$ cat src/rtl/chunked_addsub_pkg.sv
// chunked_addsub shared definitions: FSM encoding, default sizes, helpers.
// Optional signed-overflow logic is enabled by CHUNKED_ADDSUB_OVF_EN.
package chunked_addsub_pkg;

   localparam int DEF_WIDTH = 16;
   localparam int DEF_CHUNK = 4;

   localparam logic [1:0] S_IDLE = 2'd0;
   localparam logic [1:0] S_RUN  = 2'd1;
   localparam logic [1:0] S_DONE = 2'd2;

   function automatic int nchunk(input int w, input int c);
      return (c > 0) ? (w / c) : 1;
   endfunction

endpackage

$ cat src/rtl/chunked_addsub_if.sv
// Operand/result handshake bundle for chunked_addsub.
// Optional signed-overflow logic is enabled by CHUNKED_ADDSUB_OVF_EN.
interface chunked_addsub_if
   import chunked_addsub_pkg::*;
#(
   parameter int WIDTH = DEF_WIDTH
);

   logic             in_valid;
   logic             in_ready;
   logic [WIDTH-1:0] a;
   logic [WIDTH-1:0] b;
   logic             sub;
   logic             cin;
   logic             out_valid;
   logic             out_ready;
   logic [WIDTH-1:0] result;
   logic             carry_out;
   logic             overflow;

   modport master (
      output in_valid, a, b, sub, cin, out_ready,
      input  in_ready, out_valid, result, carry_out, overflow
   );

   modport slave (
      input  in_valid, a, b, sub, cin, out_ready,
      output in_ready, out_valid, result, carry_out, overflow
   );

endinterface

$ cat src/rtl/chunked_addsub_chunk_adder.sv
// Combinational CHUNK-bit slice adder shared across all slices.
// Carry-into-MSB output exists only when CHUNKED_ADDSUB_OVF_EN is defined.
module chunk_adder
   import chunked_addsub_pkg::*;
#(
   parameter int CHUNK = DEF_CHUNK
) (
   input  logic [CHUNK-1:0] i_a,
   input  logic [CHUNK-1:0] i_b,
   input  logic             i_cin,
   output logic [CHUNK-1:0] o_sum,
   output logic             o_cout
`ifdef CHUNKED_ADDSUB_OVF_EN
   ,
   output logic             o_cmsb
`endif
);

   logic [CHUNK:0] w_full;

   assign w_full = {1'b0, i_a} + {1'b0, i_b}
                 + {{CHUNK{1'b0}}, i_cin};
   assign o_sum  = w_full[CHUNK-1:0];
   assign o_cout = w_full[CHUNK];

`ifdef CHUNKED_ADDSUB_OVF_EN
   // carry into the top bit recovered from sum and operand bits
   assign o_cmsb = w_full[CHUNK-1] ^ i_a[CHUNK-1] ^ i_b[CHUNK-1];
`endif

endmodule

$ cat src/rtl/chunked_addsub.sv
// Multi-cycle add/subtract, one CHUNK-bit slice per clock, LSB first.
// Signed overflow flag is computed only when CHUNKED_ADDSUB_OVF_EN is defined.
module chunked_addsub
   import chunked_addsub_pkg::*;
#(
   parameter int WIDTH = DEF_WIDTH,
   parameter int CHUNK = DEF_CHUNK
) (
   input logic             i_clk,
   input logic             i_reset,
   chunked_addsub_if.slave bus
);

   localparam int NCH = nchunk(WIDTH, CHUNK);
   localparam int IW  = (NCH > 1) ? $clog2(NCH) : 1;
   localparam logic [IW-1:0] LAST = IW'(NCH - 1);

   generate
      if (CHUNK < 1 || CHUNK > WIDTH || (WIDTH % CHUNK) != 0) begin : g_bad
         $error("chunked_addsub: WIDTH must be a multiple of CHUNK");
      end
   endgenerate

   logic [1:0]       r_state;
   logic [WIDTH-1:0] r_a;
   logic [WIDTH-1:0] r_b;
   logic [WIDTH-1:0] r_result;
   logic [IW-1:0]    r_idx;
   logic             r_carry;
   logic             r_cout;

   logic [CHUNK-1:0] w_a_sl;
   logic [CHUNK-1:0] w_b_sl;
   logic [CHUNK-1:0] w_sum;
   logic             w_cout;
   logic             w_accept;
   logic             w_fin;

   assign w_a_sl   = r_a[int'(r_idx) * CHUNK +: CHUNK];
   assign w_b_sl   = r_b[int'(r_idx) * CHUNK +: CHUNK];
   assign w_accept = bus.in_valid && (r_state == S_IDLE);
   assign w_fin    = (r_state == S_RUN) && (r_idx == LAST);

`ifdef CHUNKED_ADDSUB_OVF_EN
   logic w_cmsb;
   logic r_ovf;

   chunk_adder #(.CHUNK(CHUNK)) u_add (
      .i_a    (w_a_sl),
      .i_b    (w_b_sl),
      .i_cin  (r_carry),
      .o_sum  (w_sum),
      .o_cout (w_cout),
      .o_cmsb (w_cmsb)
   );

   // overflow flag: cleared on accept, latched on the top slice
   always_ff @(posedge i_clk) begin
      if (i_reset) begin
         r_ovf <= 1'b0;
      end else if (w_accept) begin
         r_ovf <= 1'b0;
      end else if (w_fin) begin
         r_ovf <= w_cmsb ^ w_cout;
      end
   end

   assign bus.overflow = r_ovf;
`else
   chunk_adder #(.CHUNK(CHUNK)) u_add (
      .i_a    (w_a_sl),
      .i_b    (w_b_sl),
      .i_cin  (r_carry),
      .o_sum  (w_sum),
      .o_cout (w_cout)
   );

   assign bus.overflow = 1'b0;
`endif

   // control FSM and slice datapath
   always_ff @(posedge i_clk) begin
      if (i_reset) begin
         r_state  <= S_IDLE;
         r_a      <= '0;
         r_b      <= '0;
         r_result <= '0;
         r_idx    <= '0;
         r_carry  <= 1'b0;
         r_cout   <= 1'b0;
      end else begin
         case (r_state)
            S_IDLE: begin
               if (bus.in_valid) begin
                  r_a      <= bus.a;
                  r_b      <= bus.b ^ {WIDTH{bus.sub}};
                  r_carry  <= bus.cin;
                  r_result <= '0;
                  r_cout   <= 1'b0;
                  r_idx    <= '0;
                  r_state  <= S_RUN;
               end
            end
            S_RUN: begin
               r_result[int'(r_idx) * CHUNK +: CHUNK] <= w_sum;
               r_carry <= w_cout;
               if (r_idx == LAST) begin
                  r_cout  <= w_cout;
                  r_state <= S_DONE;
               end else begin
                  r_idx <= r_idx + 1'b1;
               end
            end
            S_DONE: begin
               if (bus.out_ready) begin
                  r_state <= S_IDLE;
               end
            end
            default: r_state <= S_IDLE;
         endcase
      end
   end

   assign bus.in_ready  = (r_state == S_IDLE);
   assign bus.out_valid = (r_state == S_DONE);
   assign bus.result    = r_result;
   assign bus.carry_out = r_cout;

endmodule

$ cat src/flat_wrapper.sv
// flat-port wrapper written by rule: the top's interface ports become plain ports
module chunked_addsub_flat import chunked_addsub_pkg::*;
#(
   parameter int WIDTH = DEF_WIDTH,
   parameter int CHUNK = DEF_CHUNK
)
  (i_clk, i_reset, bus_in_valid, bus_a, bus_b, bus_sub, bus_cin, bus_out_ready, bus_in_ready, bus_out_valid, bus_result, bus_carry_out, bus_overflow);
  chunked_addsub_if #(.WIDTH(WIDTH)) bus_i ();
  input logic i_clk;
  input logic i_reset;
  input wire logic [$bits(bus_i.in_valid)-1:0] bus_in_valid;
  input wire logic [$bits(bus_i.a)-1:0] bus_a;
  input wire logic [$bits(bus_i.b)-1:0] bus_b;
  input wire logic [$bits(bus_i.sub)-1:0] bus_sub;
  input wire logic [$bits(bus_i.cin)-1:0] bus_cin;
  input wire logic [$bits(bus_i.out_ready)-1:0] bus_out_ready;
  output wire logic [$bits(bus_i.in_ready)-1:0] bus_in_ready;
  output wire logic [$bits(bus_i.out_valid)-1:0] bus_out_valid;
  output wire logic [$bits(bus_i.result)-1:0] bus_result;
  output wire logic [$bits(bus_i.carry_out)-1:0] bus_carry_out;
  output wire logic [$bits(bus_i.overflow)-1:0] bus_overflow;
  assign bus_i.in_valid = bus_in_valid;
  assign bus_i.a = bus_a;
  assign bus_i.b = bus_b;
  assign bus_i.sub = bus_sub;
  assign bus_i.cin = bus_cin;
  assign bus_i.out_ready = bus_out_ready;
  assign bus_in_ready = bus_i.in_ready;
  assign bus_out_valid = bus_i.out_valid;
  assign bus_result = bus_i.result;
  assign bus_carry_out = bus_i.carry_out;
  assign bus_overflow = bus_i.overflow;
  chunked_addsub #(.WIDTH(WIDTH), .CHUNK(CHUNK)) u_core (.i_clk(i_clk), .i_reset(i_reset), .bus(bus_i));
endmodule
$ cat config.mk
export PLATFORM = sky130hd
export DESIGN_NAME = chunked_addsub_flat
export DESIGN_NICKNAME = d
export VERILOG_FILES = /design/src/rtl/chunked_addsub_pkg.sv /design/src/rtl/chunked_addsub_if.sv /design/src/rtl/chunked_addsub_chunk_adder.sv /design/src/rtl/chunked_addsub.sv /design/src/flat_wrapper.sv
export SDC_FILE = /design/constraint.sdc
export NUM_CORES = 1
export LEC_CHECK = 0
export BUFFER_PORTS_ARGS = -buffer_cell sky130_fd_sc_hd__clkbuf_2
export CORE_MARGIN = 2
export CORE_UTILIZATION = 52
export CTS_BUF_LIST = sky130_fd_sc_hd__clkbuf_8 sky130_fd_sc_hd__clkbuf_16
export CTS_CLUSTER_SIZE = 28
export DETAILED_ROUTE_END_ITERATION = 16
export PLACE_DENSITY = 0.77
export SYNTH_ARGS = -nofsm -noshare
export SYNTH_HDL_FRONTEND = slang
export SYNTH_HIERARCHICAL = 1
export SYNTH_SLANG_ARGS = --single-unit
export TNS_END_PERCENT = 30
$ cat constraint.sdc
create_clock -name i_clk -period 6.32 [get_ports i_clk]
set_input_delay 1.58 -clock i_clk [delete_from_list [all_inputs] [get_ports i_clk]]
set_output_delay 1.58 -clock i_clk [all_outputs]
set_load 0.01 [all_outputs]
### Yosys cells after proc, flatten, opt, wreduce, memory -nomap -nowiden

Cells that the tools add are included.

* logic and storage cells: 45
* flip-flop bits (word level): 54

* equal/unequal tests: 7
* $add $sub $neg: 4
* muxes and demuxes: 15
* reductions and logical operators: 7
* bitwise logic cells: 1
* shift-type cells: 4

Operator list (number)
* negator 4 -> 33 bit: 1
* variable shift 4 x 33 -> 16 bit, first input constant: 1
* indexed part select 4 x 33 -> 16 bit: 1
* case mux 16 bit (2 select lines): 1
* indexed part select 16 x 5 -> 4 bit: 2
* bitwise mux 16 bit: 1
* two-way mux 16 bit: 1
* bitwise XOR 16 bit: 1
* two-way mux 2 bit: 5
* AND reduction 3 bit: 3
* != test 2 bit, second input constant: 4
* case mux 2 bit (3 select lines): 1
* adder 4 x 4 -> 5 bit: 1
* adder 5 x 1 -> 5 bit: 1
* equality test 2 bit, second input constant: 2
* case mux 1 bit (2 select lines): 2
* case mux 2 bit (2 select lines): 1
* AND reduction 2 bit: 2
* two-way mux 1 bit: 3
* adder 2 x 1 -> 2 bit, second input constant: 1
* equality test 2 x 1 -> 1 bit, second input constant: 1
* logical NOT 2 bit: 1
* nonzero test 2 bit: 1

### Logic depth before layout (Yosys ltp)

Gate-level depths: netlist of the first run.

* depth in word-level cells: 6
* gate-level depth with buffers: 10
* gate-level depth less buffers: 9

### Modules after synthesis

The synthesis of the first run kept the hierarchy.

Modules (own cells, without submodules)
* chunked_addsub: cells each 251, instances 1, area an instance 2444.8 sq um
* chunk_adder: cells each 16, instances 1, area an instance 143.9 sq um

### Worst setup path after synthesis of the first run

No wires, ideal clock.

* kind: reg-to-reg
* start: reg u_core.r_idx[0]
* end: reg u_core.r_result[14], in the netlist u_core/bus.result[14]
* clock period less this slack: 2.594 ns
* stages on the path, launching flop included: 10
* required time: 6.250 ns
* slack: 3.726 ns
* arrival: 2.524 ns
* buffers on the path: 1
* cells stage by stage: dfxtp_1 buf_2 mux4_2 fa_1 inv_1 fa_1 xnor2_1 nand2b_1 or2_2 o2bb2ai_1

* word-level cells in the longest chain between the ends: 6

Ends and longest elaborated chain
* start, declared: RTL line chunked_addsub.sv:28 `logic [IW-1:0] r_idx;`
* start signal, assigned: RTL line chunked_addsub.sv:111 `r_idx <= r_idx + 1'b1;`
* indexed part select 16 x 5 -> 4 bit: RTL line chunked_addsub.sv:40 `assign w_b_sl = r_b[int'(r_idx) * CHUNK +: CHUNK];`
* named net u_core.w_b_sl[0]: RTL line chunked_addsub.sv:33 `logic [CHUNK-1:0] w_b_sl;`
* adder 4 x 4 -> 5 bit: RTL line chunked_addsub_chunk_adder.sv:21 `assign w_full = {1'b0, i_a} + {1'b0, i_b}`
* adder 5 x 1 -> 5 bit: RTL line chunked_addsub_chunk_adder.sv:22 `+ {{CHUNK{1'b0}}, i_cin};`
* named net u_core.w_sum[2]: RTL line chunked_addsub.sv:34 `logic [CHUNK-1:0] w_sum;`
* indexed part select 4 x 33 -> 16 bit: RTL line chunked_addsub.sv:105 `r_result[int'(r_idx) * CHUNK +: CHUNK] <= w_sum;`
* bitwise mux 16 bit: RTL line chunked_addsub.sv:105
* case mux 16 bit (2 select lines): RTL line chunked_addsub.sv:92 `case (r_state)`
* end signal, assigned by index: RTL line chunked_addsub.sv:105
* end, declared: RTL line chunked_addsub.sv:27 `logic [WIDTH-1:0] r_result;`

The timed path passes the listed nets, and every way through them passes these cells.
A chain may end at the register's enable or synchronous reset.

### Worst setup path after layout of the first run

* start: reg u_core.r_state[0]
* end: out bus_out_valid

* word-level cells in the longest chain between the ends: 1

Ends and longest elaborated chain
* start, declared: RTL line chunked_addsub.sv:24 `logic [1:0] r_state;`
* start signal, assigned: RTL line chunked_addsub.sv:84 `r_state <= S_IDLE;`
* start signal, assigned: RTL line chunked_addsub.sv:101 `r_state <= S_RUN;`
* start signal, assigned: RTL line chunked_addsub.sv:109 `r_state <= S_DONE;`
* equality test 2 bit: RTL line chunked_addsub.sv:125 `assign bus.out_valid = (r_state == S_DONE);`
* end, declared: RTL line flat_wrapper.sv:18 `output wire logic [$bits(bus_i.out_valid)-1:0] bus_out_valid;`

No other way between the ends.

==> summary.md, run 1 <==
| Metric | Value |
|---|---|
| Status | complete, no violations |
| Placed Area | 2850 sq um |
| R2R Setup Slk | 3.36 ns |
| Initial antenna violation count | 0 |
| Drt via density | 5.22 |
| Count of state elements after synthesis | 54 |
| Core ar. | 4750 sq um |
| H-tree levels | 2 |
| Unrepaired setup endpoints after global routing | false |
| Critical Path End Type | output pin |
| Reg2reg end | u_core/bus.result[14]$_SDFFE_PP0P_ |
| HPWL Detailed | 3.56 mm |
| Core Rows | 25 |
| Number of global-route vias before repair | 1,897 |
| Cell Area, Synth | 2590 sq um |
| CP Data Arrival Time | 1.39 ns |
| Routed vias | 1,982 |
| HP Class | flop to flop |
| Switching power | 0.000181 W |
| First-pass GRT wire length | 8.23 mm |
| Worst r2r src | u_core/r_idx[0]$_SDFFE_PP0P_ |
| Post-CTS resize count | 0 |
| Final WL | 4.98 mm |
| Post-synth cell types | 37 |
| Clock buffer depth | 2 |
| CTS tree | yes |
| Hold depth | 2 |
| First-pass DRT Iterations | 4 |
| Finished Cell Area | 2990 sq um |
| Die height | 74.6 um |
| Layout area overhead | 15.5% |
| Yosys Warn Count | 6 |
| Post-Syn Area per Cell | 9.70 sq um |
| Worst EP required | 4.74 ns |
| PD cells | 254 nW/um^2 |
| Hold-fix buffers, CTS | 0 |
| Final slew viol count | 0 |
| Port bufs | 56 |
| Fmax | 337 MHz |
| Routability cong. | 0.754 |
| Setup Buffers After CTS | 0 |
| WS Path Type | flop to output pin |
| CTS root buf | clkbuf_8 |
| Setup_tns | 0 ns |
| Area leader, netlist | dfxtp_1 |
| Slew @ Worst Pin | 0.832 ns |
| Reg power frac | 49.1% |
| Drt initial violations | 121 |
| Syn Nets | 316 |
| GRT overflow | 0 |
| Die area | 5560 sq um |
| Fin nets | 361 |
| Yosys top cell area share | 41.8% |
| Top cells by count, synth | 54 x dfxtp_1, 38 x nand2_1, 22 x a21oi_1 |
| Die width | 74.6 um |
| Worst Hold Launch | u_core/r_a[6]$_SDFFE_PP0P_ |
| Top cells by area, synth | dfxtp_1 42%, mux4_2 7.0%, xnor2_1 6.1%, nand2_1 5.5%, a211oi_1 4.9% |
| Post-synth EDFFs | 0 |
| Ratio of cells with drive above 1 in the final layout | 25.9% |
| Asr flop ratio synth | 0% |
| Switching share of total power | 23.8% |
| Power share of the clock group | 36.5% |
| Crit path launch type | flop |
| Post-route minimum period | 2.97 ns |
| Num ports | 58 |
| Final core occ | 62.9% |
| Max Cap Viol | 0 |
| Post-route DRC | 0 |
| Total GRT Usage | 19.3% |
| CTS Sinks | 54 |
| Relative slew slack | 44.5% |
| Clock slew at reported path FFs | 0.09 ns |
| VDD IR max | 133 uV |
| Critical path fanouts, max | 19 |
| # setup viols final | 0 |
| Comb power frac | 14.4% |
| Starting density of the core | 54.4% |
| Cells after synthesis | 267 |
| P_leak | 1.19 nW |
| Fin. Hold Viols | 0 |
| Worst Skew | 0.00636 ns |
| Worst skew pair latency | 0.30 ns |
| Most frequent cell after synthesis | dfxtp_1 |
| Final hold slack | 0.457 ns |
| Depth of the worst register-to-register path | 8 |
| Largest net degree at the start of global routing | 49 |
| Total CTS buffers | 5 |
| Main flop type after synthesis | dfxtp_1 |
| ANT nets after route | 0 |
| Hold path endpoint | u_core/r_a[6]$_SDFFE_PP0P_ |
| Crit share post-route | 47.0% |
| Routed length per instance | 13.1 um |
| # diodes | 0 |
| Seq/Total Area, Yosys | 41.8% |
| Pint | 0.000579 W |
==> kinds of logic after synthesis <==
family	share of synthesized area, %
buffers and inverters	5.90
multiplexers	9.09
XOR/XNOR	6.09
AND/OR/NAND/NOR	14.2
flip-flops	41.8
other	0.145
adder cells (fa/ha/maj)	5.90
AO/OA/AOI/OAI	17.0
==> area by class of cell <==
cell class,instances,area (sq um)
clock buffer,6,82.6
clock inverter,2,60.1
fill,421,1760
inverter,9,33.8
multi-input combinational,185,1360
sequential,54,1080
tap,67,83.8
timing repair buffer,57,288
==> power groups by stage <==
stage / sequential, W / clock [W] / combinational (W)
4_1_cts: 0.000373 / 0.000283 / 0.000110
5_1_grt: 0.000376 / 0.000294 / 0.000122
6_report: 0.000373 / 0.000278 / 0.000109
2_1_floorplan: 0.000374 / 0 / 0.0000884
3_5_place_dp: 0.000381 / 0 / 0.000109
3_3_place_gp: 0.000380 / 0 / 0.000106
==> worst max-delay path, stage by stage (launching register included) <==
cell	delay, ns
dfxtp_1	0.80
nor2b_1	0.13
clkbuf_2	0.16
==> metal layers <==
layer	global-route usage (%)	vias up	share of wire, %
met5	0	-	0
met4	5.95	0	1.2
met3	4.34	8	4.0
met2	33.5	46	51
met1	23.9	902	44
li1	-	1026	-
==> how the worst max path moves through the flow <==
stage / from / to / slack, ns / cells after the start
floorplan: u_core/r_idx[0]$_SDFFE_PP0P_ / u_core/bus.result[14]$_SDFFE_PP0P_ / 3.73 / 9
global placement: i_reset / u_core/bus.result[7]$_SDFFE_PP0P_ / 3.38 / 3
detailed placement: i_reset / u_core/bus.result[7]$_SDFFE_PP0P_ / 3.38 / 3
CTS: u_core/r_idx[0]$_SDFFE_PP0P_ / u_core/bus.result[14]$_SDFFE_PP0P_ / 3.33 / 8
global route: u_core/r_idx[0]$_SDFFE_PP0P_ / u_core/bus.result[14]$_SDFFE_PP0P_ / 3.09 / 8
finish: u_core/r_state[0]$_SDFFE_PP0P_ / bus_out_valid / 3.35 / 2
==> per-stage QoR <==
step                cells  total power, W  setup WS, ns
floorplan             267        0.000462          3.73
global placement      372        0.000487          3.38
detailed placement    372        0.000489          3.38
CTS                   380        0.000765          3.33
global route          380        0.000792          3.09
finish                380        0.000759          3.35
==> flip-flops by register name (all words and copies together) (netlist names) <==
| name | flops |
|---|---|
| u_core/bus.result | 16 |
| u_core/r_a | 16 |
| u_core/r_b | 16 |
| u_core/r_idx | 2 |
| u_core/r_state | 2 |
| u_core/bus.carry_out | 1 |
| u_core/r_carry | 1 |
==> cell usage in the layout (no fill, tap or decap), drive strengths merged, types with 2 or more instances in the layout <==
cell / instances
clkbuf: 62
dfxtp: 54
nand2: 38
a21oi: 23
nor2: 19
xnor2: 18
a211oi: 17
o2bb2ai: 12
inv: 9
ha: 9
mux4: 8
nand3: 5
nor2b: 4
mux2: 4
nand2b: 4
a32o: 4
a31oi: 3
bufinv: 2
and3: 2
nand3b: 2
fa: 2
(Power assumes the default switching activity.)
==> run 2: changes to the inputs <==
--- a/config.mk
+++ b/config.mk
@@ -7,11 +7,11 @@
 export LEC_CHECK = 0
 export BUFFER_PORTS_ARGS = -buffer_cell sky130_fd_sc_hd__clkbuf_2
 export CORE_MARGIN = 2
-export CORE_UTILIZATION = 52
+export CORE_UTILIZATION = 48
 export CTS_BUF_LIST = sky130_fd_sc_hd__clkbuf_8 sky130_fd_sc_hd__clkbuf_16
 export CTS_CLUSTER_SIZE = 28
 export DETAILED_ROUTE_END_ITERATION = 16
-export PLACE_DENSITY = 0.77
+export PLACE_DENSITY = 0.75
 export SYNTH_ARGS = -nofsm -noshare
 export SYNTH_HDL_FRONTEND = slang
 export SYNTH_HIERARCHICAL = 1
==> constraint.sdc (replaced) <==
create_clock -name i_clk -period 2.4 [get_ports i_clk]
set_input_delay 0.6 -clock i_clk [delete_from_list [all_inputs] [get_ports i_clk]]
set_output_delay 0.6 -clock i_clk [all_outputs]
set_load 0.01 [all_outputs]
==> run 2 against run 1 <==
Count of clock-buffer cells in the layout unchanged. Global-route usage down 0.70 points. Non-clock buffer count up 6. Worst setup slack worse by 3.3 ns. Flip-flop and latch count unchanged. Sequential share of layout area down 0.12 points. Core utilization down 4.7 points. First-iteration DRC count up 11%.
==> summary.md, run 2 (same netlist as run 1, synthesis figures left out) <==
| Metric | Value |
|---|---|
| Routed length per instance | 13.4 um |
| VDD IR max | 260 uV |
| Largest net degree at the start of global routing | 49 |
| First-pass GRT wire length | 9.12 mm |
| Layout area overhead | 16.3% |
| CTS tree | yes |
| Fmax | 433 MHz |
| HP Class | flop to flop |
| Routed vias | 2,016 |
| ANT nets after route | 0 |
| HPWL Detailed | 3.95 mm |
| Dpl cells | 380 |
| P_leak | 1.20 nW |
| Crit. Startpoint | u_core/r_idx[0]$_SDFFE_PP0P_ |
| Clock slew at reported path FFs | 0.09 ns |
| Total CTS buffers | 5 |
| Final WL | 5.21 mm |
| Met2 Use GR | 31.4% |
| First-pass DRT Iterations | 4 |
| Met1 Track Usage GR | 24.7% |
| Initial antenna violation count | 0 |
| Post-route DRC | 0 |
| Drt via density | 5.18 |
| Worst skew pair latency | 0.30 ns |
| Die height | 77.4 um |
| PD cells | 597 nW/um^2 |
| Critical path fanouts, max | 4 |
| Max Cap Viol | 0 |
| Port bufs | 56 |
| Die width | 77.4 um |
| Crit path launch type | flop |
| Number of global-route vias before repair | 1,991 |
| Worst r2r src | u_core/r_idx[0]$_SDFFE_PP0P_ |
| Status | complete, no violations |
| WS Path Type | flop to flop |
| Worst Skew | 0.00313 ns |
| Fin. Hold Viols | 0 |
| Fin nets | 367 |
| CTS root buf | clkbuf_8 |
| Ratio of cells with drive above 1 in the final layout | 28.5% |
| H-tree levels | 2 |
| Post-route minimum period | 2.31 ns |
| Starting density of the core | 50.0% |
| Unrepaired setup endpoints after global routing | true |
| Top Usage Layer GRT | met2 |
| Total GRT Usage | 18.6% |
| Hold-fix buffers, CTS | 0 |
| GRT overflow | 0 |
| Crit share post-route | 96.1% |
| Worst Hold Launch | u_core/r_a[7]$_SDFFE_PP0P_ |
| Die area | 6000 sq um |
| CTS Sinks | 54 |
| # setup viols final | 0 |
| CP Data Arrival Time | 2.54 ns |
| Grt met3 use | 3.49% |
| Relative slew slack | 53.6% |
| Clock buffer depth | 2 |
| Fin cells | 389 |
| Drt initial violations | 134 |
| Critical Path End Type | flop |
| Core Rows | 26 |
| Routability cong. | 0.786 |
| Num ports | 58 |
| Final slew viol count | 0 |
| Core ar. | 5170 sq um |
| Most frequent cells in the layout | 56 x clkbuf_2, 53 x dfxtp_1, 38 x nand2_1, 22 x a21oi_1, 19 x nor2_1 |
| Setup_tns | 0 ns |
| Slew @ Worst Pin | 0.694 ns |
| # diodes | 0 |
| Most common cell after layout, fill and taps aside | clkbuf_2 |
| Worst EP required | 2.63 ns |
## run 2: final cells by class
| type | instances | area [sq um] |
|---|---|---|
| clock inverters | 2 | 12.5 |
| clock buffers | 6 | 82.6 |
| multi-input cells | 185 | 1370 |
| well taps | 70 | 87.6 |
| inverters | 9 | 33.8 |
| flip-flops and latches | 54 | 1080 |
| fillers | 459 | 2160 |
| repair buffers | 63 | 337 |
## run 2: worst paths after layout
path / to / slack (ns) / cells after the start
setup / recovery: u_core/bus.result[14]$_SDFFE_PP0P_ / 0.09 / 8
hold / removal: u_core/r_a[7]$_SDFFE_PP0P_ / 0.46 / 2
setup reg to reg: u_core/bus.result[14]$_SDFFE_PP0P_ / 0.09 / 8
hold reg to reg: u_core/r_a[7]$_SDFFE_PP0P_ / 0.46 / 2
## run 2: worst max-delay path: stages (launching register included)
cell	delay [ns]
dfxtp_4	0.39
mux4_2	0.52
fa_2	0.40
inv_1	0.09
fa_2	0.21
xnor2_1	0.14
nand2b_1	0.09
or2_2	0.27
o2bb2ai_1	0.13
## run 2: what timing repair did
action                                 4_1_cts  5_1_grt
gates resized for setup                      0        5
endpoints found under the hold margin        0        0
setup buffers                                0        1
setup endpoints to repair                    0        7
## run 2: report_power, final
part / total [W] / switching [W] / leakage (nW) / internal [W]
Sequential: 0.000977 / 0.0000347 / 0.443 / 0.000943
Combinational: 0.000308 / 0.000161 / 0.712 / 0.000147
Clock: 0.000511 / 0.000279 / 0.0472 / 0.000232
## run 2: layer usage
layer | share of wire, % | vias up
met5 | 0 | -
li1 | - | 1041
met2 | 50 | 51
met4 | 0.50 | 0
met1 | 46 | 920
met3 | 3.7 | 4
## run 2: stage by stage
step | util, % | total power (W) | hold WS [ns] | worst slack [ns] | area, sq um
global placement | 55.9 | 0.00129 | 0.447 | 0.113 | 2890
global route | 58.2 | 0.00189 | 0.485 | -0.0298 | 3010
finish | 58.2 | 0.00180 | 0.463 | 0.0931 | 3010
CTS | 57.8 | 0.00181 | 0.466 | 0.0196 | 2990
detailed placement | 55.9 | 0.00130 | 0.452 | 0.0270 | 2890
floorplan | - | 0.00122 | 0.433 | 0.0261 | 2600
==> run 3: changes to the inputs <==
--- a/config.mk
+++ b/config.mk
@@ -8,7 +8,7 @@
 export BUFFER_PORTS_ARGS = -buffer_cell sky130_fd_sc_hd__clkbuf_2
 export CORE_MARGIN = 2
 export CORE_UTILIZATION = 48
-export CTS_BUF_LIST = sky130_fd_sc_hd__clkbuf_8 sky130_fd_sc_hd__clkbuf_16
+export CTS_BUF_LIST = sky130_fd_sc_hd__clkbuf_16
 export CTS_CLUSTER_SIZE = 28
 export DETAILED_ROUTE_END_ITERATION = 16
 export PLACE_DENSITY = 0.75
==> run 3 against run 2 <==
Hold slack lost 0.0048 ns. Critical path type unchanged. Via count is 0.45% higher. Combinational power rose by 3%. Register-to-register slack worse by 0.03 ns. Count of clock-buffer cells in the layout is 1 lower.
==> summary.md, run 3 (same netlist as run 1, synthesis figures left out) <==
| Metric | Value |
|---|---|
| Ratio of cells with drive above 1 in the final layout | 29.5% |
| Fillers | 445 |
| Num ports | 58 |
| PD cells | 644 nW/um^2 |
| # setup viols final | 0 |
| Unrepaired setup endpoints after global routing | true |
| Fmax | 429 MHz |
| Number of global-route vias before repair | 1,993 |
| Status | complete, no violations |
| ANT nets after route | 0 |
| Core ar. | 5170 sq um |
| Dpl cells | 380 |
| Sequential Area | 1080 sq um |
| Largest net degree at the start of global routing | 49 |
| First-pass GRT wire length | 9.20 mm |
| Die height | 77.4 um |
| Total GRT Usage | 18.9% |
| Slew @ Worst Pin | 0.681 ns |
| Fin nets | 367 |
| Clock buffer depth | 2 |
| CTS Sinks | 54 |
| CTS root buf | clkbuf_16 |
| Final slew viol count | 0 |
| Critical Path End Type | flop |
| CTS tree | yes |
| Max Cap Viol | 0 |
| Final WL | 5.30 mm |
| Routed length per instance | 13.6 um |
| Fin. Hold Viols | 0 |
| Die area | 6000 sq um |
| Worst Skew | 0.00318 ns |
| HP Class | flop to flop |
| Routability cong. | 0.786 |
| Hold-fix buffers, CTS | 0 |
| Setup ws final | 0.0669 ns |
| Setup_tns | 0 ns |
| Crit share post-route | 97.2% |
| Die width | 77.4 um |
| CP Data Arrival Time | 2.48 ns |
| GRT overflow | 0 |
| Overall Power | 0.00198 W |
| Worst EP required | 2.55 ns |
| Place WS | 0.0270 ns |
| WS Path Type | flop to flop |
| VDD IR max | 289 uV |
| Initial antenna violation count | 0 |
| Routed vias | 2,025 |
| P_leak | 1.23 nW |
| First-pass DRT Iterations | 4 |
| Core Rows | 26 |
| Post-route minimum period | 2.33 ns |
| Port bufs | 56 |
| Fin cells | 389 |
| H-tree levels | 2 |
| Relative slew slack | 54.5% |
| Starting density of the core | 50.0% |
| Crit path launch type | flop |
| Clock slew at reported path FFs | 0.07 ns |
| Most common cell after layout, fill and taps aside | clkbuf_2 |
| Most frequent cells in the layout | 56 x clkbuf_2, 53 x dfxtp_1, 38 x nand2_1, 22 x a21oi_1, 19 x nor2_1 |
| Layout area overhead | 18.7% |
| Worst skew pair latency | 0.29 ns |
| Multi-input logic area | 1390 sq um |
| Drt via density | 5.21 |
| Total CTS buffers | 5 |
| # diodes | 0 |
| Critical path fanouts, max | 4 |
| Drt initial violations | 99 |
| HPWL Detailed | 3.95 mm |
| Final hold slack | 0.459 ns |
| Post-route DRC | 0 |
[run 3: cell types whose count changed in the layout (fill, tap and decap cells not counted)]
cell	previous run	this run
clkbuf_8	6	0
clkbuf_16	0	5
clkinv_1	0	1
inv_1	9	8
inv_2	0	1
nor2b_1	4	3
nor2b_2	0	1
o2bb2ai_1	12	11
o2bb2ai_2	0	1
xnor2_1	18	17
xnor2_2	0	1
[run 3: per-layer routing]
layer  track usage, %  vias up  wire (um)
li1                 -     1046          -
met1             24.6      927       2440
met2             31.9       48       2600
met3             3.49        4        221
met4             5.71        0         40
met5                0        -          0
[run 3: critical path: stages, from the launching register on]
cell and delay, ns:
dfxtp_4 0.38, mux4_2 0.52, fa_2 0.42, inv_2 0.08, fa_2 0.24, nor2b_2 0.06
o21ai_1 0.12, nand2b_1 0.10, mux2i_1 0.20, a221oi_2 0.08
[run 3: report_power, final]
| group | internal, W | switching [W] | total, W |
|---|---|---|---|
| combinational | 0.000151 | 0.000166 | 0.000317 |
| clock | 0.000381 | 0.000303 | 0.000684 |
| sequential | 0.000943 | 0.0000352 | 0.000979 |
| total | 0.00148 | 0.000504 | 0.00198 |
[run 3: cell type report]
cell class              instances  share of cell area (%)
flip-flops and latches         54                    35.3
clock buffers                   5                    4.07
clock inverters                 3                   0.529
repair buffers                 63                    11.0
well taps                      70                    2.85
multi-input cells             185                    45.2
inverters                       9                    1.10
[run 3: worst paths after layout]
| check | from | slack, ns | endpoint | cells past startpoint |
|---|---|---|---|---|
| setup / recovery | u_core/r_idx[0]$_SDFFE_PP0P_ | 0.07 | u_core/r_carry$_SDFFE_PP0P_ | 9 |
| hold / removal | u_core/r_a[7]$_SDFFE_PP0P_ | 0.46 | u_core/r_a[7]$_SDFFE_PP0P_ | 2 |
| setup reg to reg | u_core/r_idx[0]$_SDFFE_PP0P_ | 0.07 | u_core/r_carry$_SDFFE_PP0P_ | 9 |
| hold reg to reg | u_core/r_a[7]$_SDFFE_PP0P_ | 0.46 | u_core/r_a[7]$_SDFFE_PP0P_ | 2 |
[run 3: repair_timing]
item | 4_1_cts | 5_1_grt
hold endpoints to repair | 0 | 0
setup endpoints to repair | 0 | 6
resized for setup | 0 | 9
buffers inserted | 0 | 1
[run 3: stage by stage]
step | cell area, sq um | utilization, %
5_1_grt | 3070 | 59.4
4_1_cts | 3030 | 58.7
3_5_place_dp | 2890 | 55.9
2_1_floorplan | 2600 | -
6_report | 3070 | 59.4
3_3_place_gp | 2890 | 55.9
